<file path="config.mk">
export PLATFORM = sky130hd
export DESIGN_NAME = pr_request_queue
export DESIGN_NICKNAME = d
export VERILOG_FILES = /design/src/rtl/pr_request_queue_pkg.sv /design/src/rtl/pr_request_fifo.sv /design/src/rtl/pr_request_queue.sv
export SDC_FILE = /design/constraint.sdc
export NUM_CORES = 1
export LEC_CHECK = 0
export ABC_CLOCK_PERIOD_IN_PS = 6300
export CAP_MARGIN = 20
export CORE_MARGIN = 2
export CORE_UTILIZATION = 57
export CTS_CLUSTER_SIZE = 16
export DETAILED_ROUTE_END_ITERATION = 8
export PLACE_DENSITY_LB_ADDON = 0.15
export SYNTH_ARGS = -nofsm -noshare
export SYNTH_HDL_FRONTEND = slang
export SYNTH_HIERARCHICAL = 1
export SYNTH_SLANG_ARGS = --single-unit
</file>
<file path="constraint.sdc">
create_clock -name clk_i -period 6.3 [get_ports clk_i]
set_input_delay 1.89 -clock clk_i [delete_from_list [all_inputs] [get_ports clk_i]]
set_output_delay 1.89 -clock clk_i [all_outputs]
set_load 0.01 [all_outputs]
</file>
<file path="src/rtl/pr_request_queue_pkg.sv">
// Shared types and default sizing for the partial-reconfiguration request queue.
// The grid and OU counts mirror the RCA configuration the queue is built against.
package pr_request_queue_pkg;

  localparam int GRID_NUM_COLS     = 4;
  localparam int GRID_NUM_ROWS     = 2;
  localparam int RCA_NUM_SLOTS     = GRID_NUM_COLS * GRID_NUM_ROWS;
  localparam int RCA_NUM_OUS       = 4;
  localparam int PR_QUEUE_DEPTH    = 4;
  localparam int PR_TIMEOUT_CYCLES = 65536;

  localparam int PR_SLOT_W = $clog2(RCA_NUM_SLOTS);
  localparam int PR_OU_W   = $clog2(RCA_NUM_OUS);

  // Request as issued by the RCA/PR issue path; slot occupies the upper bits.
  typedef struct packed {
    logic [PR_SLOT_W-1:0] grid_slot;
    logic [PR_OU_W-1:0]   ou_id;
  } pr_queue_inputs_t;

  typedef enum logic [1:0] {
    PRQ_IDLE,
    PRQ_REQ,
    PRQ_WAIT
  } pr_queue_state_t;

  function automatic logic [PR_SLOT_W+PR_OU_W-1:0] pack_request(
    input logic [PR_SLOT_W-1:0] slot,
    input logic [PR_OU_W-1:0]   ou
  );
    return {slot, ou};
  endfunction

endpackage

</file>
<file path="src/rtl/pr_request_fifo.sv">
// Power-of-two circular FIFO that also exposes every slot with a live flag,
// so the queue can compare an incoming request against all pending ones.
module pr_request_fifo #(
  parameter  int DEPTH = 4,
  parameter  int WIDTH = 5,
  localparam int PTR_W = (DEPTH > 1) ? $clog2(DEPTH) : 1
) (
  input  logic                   clk_i,
  input  logic                   rst_i,
  input  logic                   push_i,
  input  logic                   pop_i,
  input  logic [WIDTH-1:0]       data_i,
  output logic [WIDTH-1:0]       head_o,
  output logic                   full_o,
  output logic                   empty_o,
  output logic [DEPTH-1:0]       valid_o,
  output logic [DEPTH*WIDTH-1:0] entries_o
);

  logic [WIDTH-1:0] mem_q [DEPTH];
  logic [PTR_W-1:0] head_q;
  logic [PTR_W-1:0] tail_q;
  logic [PTR_W:0]   count_q;
  logic             doPush;
  logic             doPop;

  assign full_o  = (count_q == (PTR_W+1)'(DEPTH));
  assign empty_o = (count_q == '0);
  assign doPush  = push_i && !full_o;
  assign doPop   = pop_i && !empty_o;
  assign head_o  = mem_q[head_q];

  always_ff @(posedge clk_i) begin
    if (rst_i) begin
      head_q  <= '0;
      tail_q  <= '0;
      count_q <= '0;
      for (int i = 0; i < DEPTH; i++) begin
        mem_q[i] <= '0;
      end
    end else begin
      if (doPush) begin
        mem_q[tail_q] <= data_i;
        tail_q        <= tail_q + 1'b1;
      end
      if (doPop) begin
        head_q <= head_q + 1'b1;
      end
      if (doPush && !doPop) begin
        count_q <= count_q + 1'b1;
      end else if (doPop && !doPush) begin
        count_q <= count_q - 1'b1;
      end
    end
  end

  // A slot is live when its distance ahead of the head is below the fill count.
  for (genvar i = 0; i < DEPTH; i++) begin : g_entry
    logic [PTR_W-1:0] offset;
    assign offset                         = PTR_W'(i) - head_q;
    assign valid_o[i]                     = ({1'b0, offset} < count_q);
    assign entries_o[i*WIDTH +: WIDTH]    = mem_q[i];
  end

endmodule

</file>
<file path="src/rtl/pr_request_queue.sv">
// Buffers PR requests, drops redundant ones, serialises the rest to the ICAP
// wrapper and tracks which OU each grid slot currently holds.
module pr_request_queue
  import pr_request_queue_pkg::*;
#(
  parameter  int QUEUE_DEPTH    = PR_QUEUE_DEPTH,
  parameter  int NUM_SLOTS      = RCA_NUM_SLOTS,
  parameter  int NUM_OUS        = RCA_NUM_OUS,
  parameter  int TIMEOUT_CYCLES = PR_TIMEOUT_CYCLES,
  localparam int SLOT_W         = $clog2(NUM_SLOTS),
  localparam int OU_W           = $clog2(NUM_OUS),
  localparam int REQ_W          = SLOT_W + OU_W
) (
  input  logic                        clk_i,
  input  logic                        rst_i,
  input  logic                        req_valid_i,
  output logic                        req_ready_o,
  input  logic [REQ_W-1:0]            req_i,
  output logic                        pr_req_valid_o,
  input  logic                        pr_req_ready_i,
  output logic [SLOT_W-1:0]           pr_grid_slot_o,
  output logic [OU_W-1:0]             pr_ou_id_o,
  input  logic                        pr_done_i,
  input  logic                        pr_error_i,
  output logic [NUM_SLOTS-1:0]        slot_busy_o,
  output logic [NUM_SLOTS-1:0]        slot_loaded_o,
  output logic [NUM_SLOTS*OU_W-1:0]   slot_ou_o,
  output logic                        queue_empty_o,
  output logic                        err_sticky_o,
  input  logic                        err_clear_i
);

  localparam int TMR_W = (TIMEOUT_CYCLES > 1) ? $clog2(TIMEOUT_CYCLES) : 1;

  pr_queue_state_t             state_q;
  logic                        prReqValid_q;
  logic [SLOT_W-1:0]           inflightSlot_q;
  logic [OU_W-1:0]             inflightOu_q;
  logic [TMR_W-1:0]            timer_q;
  logic [NUM_SLOTS-1:0]        slotLoaded_q;
  logic [OU_W-1:0]             slotOu_q [NUM_SLOTS];
  logic                        errSticky_q;

  logic                        fifoPush;
  logic                        fifoPop;
  logic                        fifoFull;
  logic                        fifoEmpty;
  logic [REQ_W-1:0]            fifoHead;
  logic [QUEUE_DEPTH-1:0]      fifoValid;
  logic [QUEUE_DEPTH*REQ_W-1:0] fifoEntries;

  logic [SLOT_W-1:0]           reqSlot;
  logic [OU_W-1:0]             reqOu;
  logic [SLOT_W-1:0]           headSlot;
  logic [OU_W-1:0]             headOu;
  logic [NUM_SLOTS-1:0]        slotBusy;
  logic                        fifoHit;
  logic                        inflightHit;
  logic                        loadedHit;
  logic                        isDuplicate;
  logic                        waitFail;

  assign reqSlot  = req_i[REQ_W-1:OU_W];
  assign reqOu    = req_i[OU_W-1:0];
  assign headSlot = fifoHead[REQ_W-1:OU_W];
  assign headOu   = fifoHead[OU_W-1:0];

  pr_request_fifo #(
    .DEPTH (QUEUE_DEPTH),
    .WIDTH (REQ_W)
  ) u_fifo (
    .clk_i     (clk_i),
    .rst_i     (rst_i),
    .push_i    (fifoPush),
    .pop_i     (fifoPop),
    .data_i    (req_i),
    .head_o    (fifoHead),
    .full_o    (fifoFull),
    .empty_o   (fifoEmpty),
    .valid_o   (fifoValid),
    .entries_o (fifoEntries)
  );

  // Busy slots and queue hits come from every live FIFO entry plus the in-flight one.
  always_comb begin
    slotBusy = '0;
    fifoHit  = 1'b0;
    for (int i = 0; i < QUEUE_DEPTH; i++) begin
      if (fifoValid[i]) begin
        if (fifoEntries[i*REQ_W +: REQ_W] == req_i) begin
          fifoHit = 1'b1;
        end
        for (int s = 0; s < NUM_SLOTS; s++) begin
          if (fifoEntries[i*REQ_W+OU_W +: SLOT_W] == SLOT_W'(s)) begin
            slotBusy[s] = 1'b1;
          end
        end
      end
    end
    if (state_q != PRQ_IDLE) begin
      for (int s = 0; s < NUM_SLOTS; s++) begin
        if (inflightSlot_q == SLOT_W'(s)) begin
          slotBusy[s] = 1'b1;
        end
      end
    end
  end

  assign inflightHit = (state_q != PRQ_IDLE) && ({inflightSlot_q, inflightOu_q} == req_i);
  assign loadedHit   = slotLoaded_q[reqSlot] && (slotOu_q[reqSlot] == reqOu) && !slotBusy[reqSlot];
  assign isDuplicate = fifoHit || inflightHit || loadedHit;

  assign fifoPush = req_valid_i && !fifoFull && !isDuplicate;
  assign fifoPop  = (state_q == PRQ_IDLE) && !fifoEmpty;

  // Simultaneous done+error and a silent timeout both resolve as a failed load.
  assign waitFail = (state_q == PRQ_WAIT) &&
                    (pr_error_i || (!pr_done_i && (timer_q == TMR_W'(TIMEOUT_CYCLES - 1))));

  always_ff @(posedge clk_i) begin
    if (rst_i) begin
      state_q        <= PRQ_IDLE;
      prReqValid_q   <= 1'b0;
      inflightSlot_q <= '0;
      inflightOu_q   <= '0;
      timer_q        <= '0;
      slotLoaded_q   <= '0;
      errSticky_q    <= 1'b0;
      for (int s = 0; s < NUM_SLOTS; s++) begin
        slotOu_q[s] <= '0;
      end
    end else begin
      unique case (state_q)
        PRQ_IDLE: begin
          // The slot is unusable from the moment its rewrite is scheduled.
          if (!fifoEmpty) begin
            inflightSlot_q          <= headSlot;
            inflightOu_q            <= headOu;
            slotLoaded_q[headSlot]  <= 1'b0;
            prReqValid_q            <= 1'b1;
            state_q                 <= PRQ_REQ;
          end
        end
        PRQ_REQ: begin
          if (pr_req_ready_i) begin
            prReqValid_q <= 1'b0;
            timer_q      <= '0;
            state_q      <= PRQ_WAIT;
          end
        end
        PRQ_WAIT: begin
          if (waitFail) begin
            slotLoaded_q[inflightSlot_q] <= 1'b0;
            state_q                      <= PRQ_IDLE;
          end else if (pr_done_i) begin
            slotLoaded_q[inflightSlot_q] <= 1'b1;
            slotOu_q[inflightSlot_q]     <= inflightOu_q;
            state_q                      <= PRQ_IDLE;
          end else begin
            timer_q <= timer_q + 1'b1;
          end
        end
        default: begin
          prReqValid_q <= 1'b0;
          state_q      <= PRQ_IDLE;
        end
      endcase

      if (waitFail) begin
        errSticky_q <= 1'b1;
      end else if (err_clear_i) begin
        errSticky_q <= 1'b0;
      end
    end
  end

  for (genvar s = 0; s < NUM_SLOTS; s++) begin : g_slot_ou
    assign slot_ou_o[s*OU_W +: OU_W] = slotOu_q[s];
  end

  assign req_ready_o    = !fifoFull;
  assign pr_req_valid_o = prReqValid_q;
  assign pr_grid_slot_o = inflightSlot_q;
  assign pr_ou_id_o     = inflightOu_q;
  assign slot_busy_o    = slotBusy;
  assign slot_loaded_o  = slotLoaded_q;
  assign queue_empty_o  = fifoEmpty && (state_q == PRQ_IDLE);
  assign err_sticky_o   = errSticky_q;

endmodule

</file>
==> flow_summary.ini <==
[pwr]
powerDensity_nw_per_um2 = 369.9
p_leak_nw = 2.112
internal-power_mw = 1.266
clkPwrFrac_pct = 19.7
p_total_mw = 2.100
comb_power_share_pct = 43.4
p_sw_mw = 0.8342
ir_worst_vdd_mv = 0.2285
switching_share_pct = 39.72
seqPwrFrac_pct = 36.8

[placed_design]
post-place-ws_ns = 0.5600
dpl_cell_area_sq_um = 5463
io_buffers = 52
place_congestion = 0.9350
place_hpwl_um = 9069

[sta]
layout_setup_ws_ns = 0.9195
relSlewSlack_pct = 44.11
worst_pin_slew_ns = 0.8319
fin_setup_tns_ns = 0
final.period_utilization_pct = 85.40
hold_ws_ns = 0.4744
final-max-slew-violation-count = 0
setup_violations = 0
fin_crit_ns = 5.380
finalClockSkew_ns = 0.01204
max_freq_ghz = 0.1859
rsz0062_at_grt = no
finalHoldViolations = 0

[grt]
antenna_found_initial = 0
grt_overflow_total = 0
grt_pass1_wl_um = 20440
first_global_vias = 3887
grt_use_total_pct = 26.79
grt_max_degree = 45

[floorplanning]
core_area_sq_um = 8593
die_w_um = 97.39
design.die.area_sq_um = 9484
io_pins = 53
fp-row-count = 34
die_h_um = 97.39
start_util_pct = 57.85

[yosys]
async_flop_share_pct = 0
synth_cells = 536
synth_top_cells_by_count = dfxtp_1, nand2_1, edfxtp_1
synth.largest_area_cell = edfxtp_1
synth.distinct_cells = 67
synth_seq_cells = 78
synth_nets = 555
syn-mean-instance-area_sq_um = 9.274
synth_area_leaders = edfxtp_1, dfxtp_1, mux4_2, xor2_1, and3_1
ys.flop_type = dfxtp_1
synth_area_sq_um = 4971
yosys_warnings = 6
synth.yosys.seq_area_share_pct = 38.66
synth_top_area_share_pct = 21.75
synth.most_common_cell = dfxtp_1
synth_edf_count = 36

[drt]
ant_nets = 0
drt_iter0_drc = 306
drc = 0
finalWirelength_um = 12730
num_vias = 4335
routed_via_density = 6.461
wl_per_cell_um = 18.97
dr.pass1.iters = 5

[clock_network]
cts_inserted_buffers = 9
postCtsSetupBuffers = 0
clk_pin_slew_worst_paths_ns = 0.08
clkSinkCount = 78
htreeDepth = 3
cts_hold_buf = 0
cts_root_buf = clkbuf_8
cts_max_path_buffers = 2
clkLatencyLatePin_ns = 0.36
cts_resized = 0
cts_tree = yes

[cells_and_area]
num_antenna_cells = 0
final_nets = 577
final_area_sq_um = 5678
area_growth_syn_to_layout_pct = 14.22
drive_gt1_share_pct = 9.414
nFillCells = 699

[worst_setup_path]
endpoint_kind = flop
startpoint_type = input pin
cp_max_fo = 6
critPathKind = in2reg
worstPathRequired_ns = 6.58
worstPathArrival_ns = 5.66

[status]
status = finished clean

[run]
drv_cap = 0

[hold_path]
min_path_type = reg2reg
## layer usage
metal	vias up	GRT usage [%]	share of wire, %
met5	-	0	0
met3	16	5.180	7.7
li1	2018	-	-
met4	0	7.051	1.2
met2	200	41.01	46
met1	2101	39.22	45
## cell families after synthesis
| kind of cell | count (synthesis) | share of synthesized area (%) |
|---|---|---|
| buffers and inverters | 62 | 5.285 |
| xor gates and xnor gates | 42 | 7.400 |
| adders and majority gates | 7 | 1.913 |
| AOI/OAI and AO/OA | 105 | 14.55 |
| DFF | 78 | 38.66 |
| muxes | 15 | 5.537 |
| and+or+nand+nor | 227 | 26.65 |
## power groups by stage
stage | clock network [mW] | logic, mW | registers [mW]
floorplan | 0 | 0.657 | 0.703
global placement | 0 | 0.882 | 0.777
detailed placement | 0 | 0.898 | 0.779
CTS | 0.421 | 0.903 | 0.767
global route | 0.441 | 0.990 | 0.786
finish | 0.415 | 0.912 | 0.773
## cell usage in the layout, fill, tap and decap left out, drive strengths merged, types with 5 or more instances in the layout
master,netlist,final
nor4bb,6,6
xor2,22,22
mux2i,5,5
and3,29,29
edfxtp,36,36
nand4,9,9
inv,16,16
nor3b,7,7
buf,14,6
a21o,12,12
nor3,14,14
mux4,10,10
nand4b,9,9
clkdlybuf4s50,0,51
nor4b,6,6
dfxtp,42,42
nand3,18,18
or2,9,9
nor2,35,35
clkbuf,32,10
and2,15,15
o311ai,6,6
a21oi,34,34
ha,6,6
o21ai,15,15
nor4,7,7
nand2b,7,7
or3,7,7
a211oi,9,9
xnor2,20,20
nand2,37,37
a2111oi,6,6
## layout make-up
class                   instances  area [sq um]  area share [%]
multi-input cells             396          2793           49.18
flip-flops and latches         78          1922           33.85
repair buffers                 57         553.0           9.740
well taps                     108         135.1           2.380
clock buffers                  10         127.6           2.248
clock inverters                 6         87.58           1.543
inverters                      16         60.06           1.058
## path summary, 6_finish.rpt
| check | end | start | depth (start not counted) | slack (ns) |
|---|---|---|---|---|
| setup reg to reg | u_fifo/count_q[2] | u_fifo/count_q[1] | 17 | 1.75 |
| setup / recovery | u_fifo/count_q[2] | req_i[2] | 13 | 0.92 |
| hold / removal | err_sticky_o | err_sticky_o | 2 | 0.47 |
| hold reg to reg | err_sticky_o | err_sticky_o | 2 | 0.47 |
## worst max-delay path, cell delays in order
cell and delay (ns):
clkdlybuf4s50_1 0.76, mux4_2 0.57, nor3b_1 0.15, a311oi_1 0.26
a21oi_1 0.09, a31oi_1 0.41, and2_4 0.26, ha_1 0.18
inv_1 0.06, fa_1 0.38, xor2_1 0.18, or3_1 0.31
a21oi_1 0.15
## metrics by stage
step / util [%] / std cells
floorplan: - / 536
global placement: 63.57 / 655
detailed placement: 63.57 / 655
CTS: 66.07 / 671
global route: 66.07 / 671
finish: 66.07 / 671
Note: power is estimated with default switching activity, not from simulation.
